===== src/rtl/sdram_port_scheduler.sv =====
// Four-port request scheduler in front of the SDRAM page-burst controller.
// Define SCHED_RR_EN for round-robin selection; the default build uses fixed priority 0>1>2>3.
module sdram_port_scheduler #(
  parameter int ASIZE = 22,
  parameter int LSIZE = 9,
  parameter int USIZE = 16
) (
  input  logic                 CLK,
  input  logic                 RESET_N,
  input  logic [3:0]           P_LOAD,
  input  logic [4*ASIZE-1:0]   P_START,
  input  logic [4*ASIZE-1:0]   P_MAX,
  input  logic [4*LSIZE-1:0]   P_LEN,
  input  logic [4*USIZE-1:0]   P_LEVEL,
  output logic                 CMD_REQ,
  output logic                 CMD_WRITE,
  output logic [ASIZE-1:0]     CMD_ADDR,
  output logic [LSIZE-1:0]     CMD_LEN,
  input  logic                 CMD_ACK,
  input  logic                 CMD_DONE,
  output logic [3:0]           GRANT,
  output logic                 BUSY
);

  typedef enum logic [1:0] {S_IDLE, S_REQ, S_WAIT, S_GAP} state_t;

  state_t             r_state;
  state_t             w_next;

  logic [ASIZE-1:0]   r_start [4];
  logic [ASIZE-1:0]   r_max   [4];
  logic [ASIZE-1:0]   r_ptr   [4];
  logic [LSIZE-1:0]   r_len   [4];

  logic [3:0]         w_elig;
  logic [1:0]         w_sel;
  logic               w_any;

  logic [3:0]         r_grant;
  logic [1:0]         r_gidx;
  logic               r_load_hit;
  logic               r_cmd_write;
  logic [ASIZE-1:0]   r_cmd_addr;
  logic [LSIZE-1:0]   r_cmd_len;

  logic [ASIZE-1:0]   w_len_ext;
  logic [ASIZE-1:0]   w_limit;
  logic [ASIZE-1:0]   w_adv;
  logic               w_take;
  logic               w_done_adv;

  // Ports 0/1 feed read FIFOs (need room), ports 2/3 drain write FIFOs (need data).
  always_comb begin
    w_elig = '0;
    for (int unsigned i = 0; i < 4; i++) begin
      if (r_len[i] != '0 && !P_LOAD[i]) begin
        if (i < 2)
          w_elig[i] = P_LEVEL[i*USIZE +: USIZE] <  USIZE'(r_len[i]);
        else
          w_elig[i] = P_LEVEL[i*USIZE +: USIZE] >= USIZE'(r_len[i]);
      end
    end
  end

`ifdef SCHED_RR_EN
  logic [1:0] r_last;

  always_comb begin
    logic [1:0] v_idx;
    w_sel = '0;
    w_any = 1'b0;
    v_idx = '0;
    for (int unsigned k = 0; k < 4; k++) begin
      v_idx = r_last + 2'(k + 1);
      if (!w_any && w_elig[v_idx]) begin
        w_any = 1'b1;
        w_sel = v_idx;
      end
    end
  end

  always_ff @(posedge CLK or negedge RESET_N) begin
    if (!RESET_N)
      r_last <= 2'd3;
    else if (r_state == S_IDLE && w_any)
      r_last <= w_sel;
  end
`else
  always_comb begin
    w_sel = '0;
    w_any = 1'b0;
    for (int unsigned k = 0; k < 4; k++) begin
      if (!w_any && w_elig[k]) begin
        w_any = 1'b1;
        w_sel = 2'(k);
      end
    end
  end
`endif

  always_comb begin
    w_next = r_state;
    case (r_state)
      S_IDLE:  if (w_any)    w_next = S_REQ;
      S_REQ:   if (CMD_ACK)  w_next = S_WAIT;
      S_WAIT:  if (CMD_DONE) w_next = S_GAP;
      S_GAP:                 w_next = S_IDLE;
      default:               w_next = S_IDLE;
    endcase
  end

  always_ff @(posedge CLK or negedge RESET_N) begin
    if (!RESET_N) r_state <= S_IDLE;
    else          r_state <= w_next;
  end

  // Wrap when the next burst would not fit below max, including max < len.
  assign w_len_ext  = ASIZE'(r_len[r_gidx]);
  assign w_limit    = r_max[r_gidx] - w_len_ext;
  assign w_take     = (r_max[r_gidx] >= w_len_ext) && (r_ptr[r_gidx] < w_limit);
  assign w_adv      = w_take ? (r_ptr[r_gidx] + w_len_ext) : r_start[r_gidx];
  assign w_done_adv = (r_state == S_WAIT) && CMD_DONE && !r_load_hit;

  always_ff @(posedge CLK or negedge RESET_N) begin
    if (!RESET_N) begin
      for (int unsigned i = 0; i < 4; i++) begin
        r_start[i] <= '0;
        r_max[i]   <= '0;
        r_ptr[i]   <= '0;
        r_len[i]   <= '0;
      end
      r_grant     <= '0;
      r_gidx      <= '0;
      r_load_hit  <= 1'b0;
      r_cmd_write <= 1'b0;
      r_cmd_addr  <= '0;
      r_cmd_len   <= '0;
    end else begin
      if (r_state == S_IDLE && w_any) begin
        r_cmd_addr  <= r_ptr[w_sel];
        r_cmd_len   <= r_len[w_sel];
        r_cmd_write <= w_sel[1];
        r_grant     <= 4'b0001 << w_sel;
        r_gidx      <= w_sel;
        r_load_hit  <= 1'b0;
      end
      if (r_state == S_WAIT && CMD_DONE)
        r_grant <= '0;
      // A reload of the active port while its burst runs cancels the pending advance.
      if (|(P_LOAD & r_grant))
        r_load_hit <= 1'b1;
      for (int unsigned i = 0; i < 4; i++) begin
        if (P_LOAD[i]) begin
          r_start[i] <= P_START[i*ASIZE +: ASIZE];
          r_max[i]   <= P_MAX[i*ASIZE +: ASIZE];
          r_len[i]   <= P_LEN[i*LSIZE +: LSIZE];
          r_ptr[i]   <= P_START[i*ASIZE +: ASIZE];
        end else if (w_done_adv && r_gidx == 2'(i)) begin
          r_ptr[i] <= w_adv;
        end
      end
    end
  end

  assign CMD_REQ   = (r_state == S_REQ);
  assign BUSY      = (r_state != S_IDLE);
  assign CMD_WRITE = r_cmd_write;
  assign CMD_ADDR  = r_cmd_addr;
  assign CMD_LEN   = r_cmd_len;
  assign GRANT     = r_grant;

endmodule


===== config.mk =====
export PLATFORM = sky130hd
export DESIGN_NAME = sdram_port_scheduler
export DESIGN_NICKNAME = d
export VERILOG_FILES = /design/src/rtl/sdram_port_scheduler.sv
export SDC_FILE = /design/constraint.sdc
export NUM_CORES = 1
export LEC_CHECK = 0
export BUFFER_PORTS_ARGS = -buffer_cell sky130_fd_sc_hd__buf_2
export CAP_MARGIN = 20
export CORE_MARGIN = 4
export CORE_UTILIZATION = 35
export CTS_CLUSTER_DIAMETER = 150
export DETAILED_ROUTE_END_ITERATION = 8
export GPL_TIMING_DRIVEN = 0
export PLACE_DENSITY = 0.64
export RECOVER_POWER = 50
export SLEW_MARGIN = 10
export SYNTH_ARGS = -nofsm -noshare
export SYNTH_HDL_FRONTEND = slang
export SYNTH_SLANG_ARGS = --single-unit

===== constraint.sdc =====
create_clock -name CLK -period 7 [get_ports CLK]
set_clock_uncertainty 0.2 [all_clocks]
set_input_delay 0.7 -clock CLK [delete_from_list [all_inputs] [get_ports CLK]]
set_output_delay 0.7 -clock CLK [all_outputs]
set_load 0.005 [all_outputs]

==> results.cfg <==
[critical_path]
start_kind = flip-flop
crit_required_ns = 7.28
critPathCaptureType = flip-flop
ff2ff_path_depth = 25
timing.rr.start = r_gidx[1]
r2r_end = r_ptr[25]
arrival_ns = 6.91
crit_type = flip-flop to flip-flop
r2r_setup_slack_ns = 0.37
crit_path_max_fanout = 28

[clocking]
post_cts_buffers = 0
numCtsBuffers = 40
cts.sinks = 340
cts-root-buf = clkbuf_16
cts_buffer_depth = 3
clk_latency_ns = 0.58
tritoncts = built
clk_pin_slew_worst_paths_ns = 0.06
cts_htree_levels = 2

[power]
p_sw_share_pct = 41.43
p_leak_nw = 10.15
vdd_drop_max_v = 0.0002254
internal_power_mw = 5.715
p_seq_share_pct = 26.3
power.switching_mw = 4.042
power_density_nw_per_um2 = 428.2
pwr-share-comb_pct = 50.0
clkPwrFrac_pct = 23.7

[sta]
fin_ws_ns = 0.3746
rsz0062_at_grt = false
relSlewSlack_pct = -86.08
tightest_slew_ns = 2.791
maxSlewViolCount = 238
finalHoldViolCount = 0
period_share_pct = 94.65
period_needed_ns = 6.625
setup_viol = 0
tns_ns = 0
max_freq_mhz = 150.9

[yosys]
synthTopCellsByArea = dfrtp_1 (45%), mux4_2 (8.7%), mux2_2 (8.3%)
synthCells = 1723
async_reset_ff_share_pct = 100.0
synth_flop_cell = dfrtp_1
yosysSeqAreaShare_pct = 45.22
synth_nets = 2086
synth.largest_area_cell = dfrtp_1
synth_edf_count = 0
avgSynthCellArea_sq_um = 10.92
syn_area_sq_um = 18810
yosysWarningCount = 0
ys_ff_latch = 340
synth_top_cell_area_share_pct = 45.22
synth.distinct_cells = 71

[routing]
vias = 15945
drtIter0Drc = 1749
wl_um = 73980
routed_via_density = 5.678
drc = 0
dr.pass1.iters = 5
antenna_left = 0
wl_per_cell_um = 26.35

[floorplanning]
fp.dieW_um = 239.9
core_sq_um = 52870
die-area_sq_um = 57530
dieHeight_um = 239.9
initial_core_util_pct = 35.59
ios = 322
rows = 84

[global_route]
grt_pass1_vias = 16401
grt_antenna_before_repair = 12
grt_pass1_wl_um = 106200
grt_usage_pct = 25.14
overflow = 0
grt_max_degree = 108

[layout]
fillers = 5075
final_common_cell = dfrtp_1
num-nets-final = 2445
fin_cells = 2808
regArea_sq_um = 8508
mostFrequentLayoutCells = dfrtp_1 (340), buf_2 (296), nand2_1 (153)
drive_above_1_share_pct = 29.19
multiInputGateArea_sq_um = 9517
area_growth_pct = 21.11

[hold_path]
hp-class = primary input to flip-flop
hold_depth = 3
min_to = r_len[22]
worstHoldStart = P_LEN[13]

[run_status]
violations = capacitance limit, slew limit
status = finished, violations left

[placement]
hpwl_um = 55190
dp.cells = 2733
dp_worst_setup_slack_ns = -1.534
gp_congestion = 0.9564
port_buffers = 318

[run]
max_cap_viol_count = 3
-- metal layers --
layer  up-vias  part of all wire [%]  GRT usage [%]
met5         -                  0.10              0
met4        12                   4.1          9.881
met3       176                    10          7.697
met2       837                    46          39.91
met1      7916                    40          32.41
li1       7004                     -              -
-- synth_stat cells (8+ instances only) --
cell type / count
mux4_2: 73
o22ai_1: 18
a22oi_1: 38
xnor2_1: 16
mux2_4: 8
mux2i_1: 45
nor4_1: 13
clkbuf_1: 70
nor2_1: 60
nor3b_1: 8
ha_1: 77
and3_1: 33
a21oi_1: 73
buf_2: 13
dfrtp_1: 340
xor2_1: 19
mux2_2: 139
a21o_1: 9
nand2_1: 153
a211oi_1: 10
o211ai_1: 30
nand2b_1: 13
nand3_1: 52
buf_1: 9
nor2b_1: 13
inv_1: 102
o21ai_1: 22
nor3_1: 12
nand4_1: 10
and2_1: 19
o21ai_0: 139
nand3b_1: 14
-- timing repair --
| item | 4_1_cts | 5_1_grt |
|---|---|---|
| gates resized for setup | 14 | 9 |
| hold buffers | 1 | 0 |
| hold endpoints to repair | 41 | 0 |
| pin swaps | 0 | 0 |
| endpoints found under the setup margin | 88 | 88 |
| gates cloned | 0 | 0 |
-- how the worst max path moves through the flow --
stage	start	to	slack (ns)	depth (start not counted)
after floorplan	r_gidx[1]	r_ptr[68]	0.80	26
after global placement	RESET_N	r_start[59]	-1.62	1
after detailed placement	r_gidx[1]	r_ptr[35]	-1.53	28
final	r_gidx[1]	r_ptr[25]	0.37	25
after CTS	r_gidx[1]	r_ptr[35]	0.03	24
after global routing	r_gidx[1]	r_ptr[10]	0.02	23
-- critical path: stages, from the launching register on --
cell and delay [ns]:
dfrtp_1 0.44, buf_4 0.30, buf_12 0.28, buf_6 0.33
buf_4 0.32, mux4_2 0.32, inv_1 0.07, ha_1 0.17
inv_1 0.06, fa_1 0.42, a211oi_1 0.41, o21ai_0 0.25
a31oi_1 0.40, and2_1 0.27, nand2_1 0.09, xor2_1 0.15
ha_1 0.27, nand2_1 0.09, nor2_1 0.05, a211oi_1 0.23
o21ai_0 0.12, a211o_2 0.35, buf_4 0.23, nor3_1 0.35
a21oi_2 0.12, o211ai_1 0.18
-- stage by stage --
stage	cell area, sq um	hold WS, ns	power (mW)	utilization (%)
after floorplan	18810	0.2044	5.765	-
after global placement	21270	0.2658	7.236	40.23
after detailed placement	21380	0.2664	7.379	40.44
after CTS	22850	0.1255	9.711	43.22
after global routing	22780	0.1466	10.26	43.09
final	22790	0.1398	9.758	43.10
-- power by group through the flow --
stage | clock [mW] | sequential (mW) | combinational (mW)
finish | 2.31 | 2.56 | 4.88
global route | 2.42 | 2.59 | 5.25
CTS | 2.34 | 2.55 | 4.82
detailed placement | 0 | 2.58 | 4.80
global placement | 0 | 2.56 | 4.67
floorplan | 0 | 2.49 | 3.28
-- state kept, by name, summed over array words and instances, names as in the netlist --
| register | cells |
|---|---|
| r_max | 88 |
| r_ptr | 88 |
| r_start | 88 |
| r_len | 36 |
| CMD_ADDR | 22 |
| CMD_LEN | 9 |
| GRANT | 4 |
| r_gidx | 2 |
| r_state | 2 |
| r_load_hit | 1 |
-- cell families (layout without fill, tap and decap cells) --
logic type | after synthesis | count (layout) | synth area share [%]
buffers and inverters | 200 | 591 | 4.316
DFF | 340 | 340 | 45.22
muxes | 265 | 265 | 20.09
AOI/OAI and AO/OA | 377 | 377 | 11.98
adders and majority gates | 79 | 79 | 5.333
other | 0 | 6 | 0
and+or+nand+nor | 427 | 427 | 11.43
xor gates and xnor gates | 35 | 35 | 1.629
-- cell type report --
cell class	instances	area share, %
multi-input combinational	1183	41.76
sequential	340	37.34
timing repair buffer	323	7.094
clock buffer	54	5.068
tap	688	3.778
buffer	92	1.927
inverter	102	1.680
clock inverter	20	1.285
antenna	6	0.06589
Power figures use the tool's default switching activity.
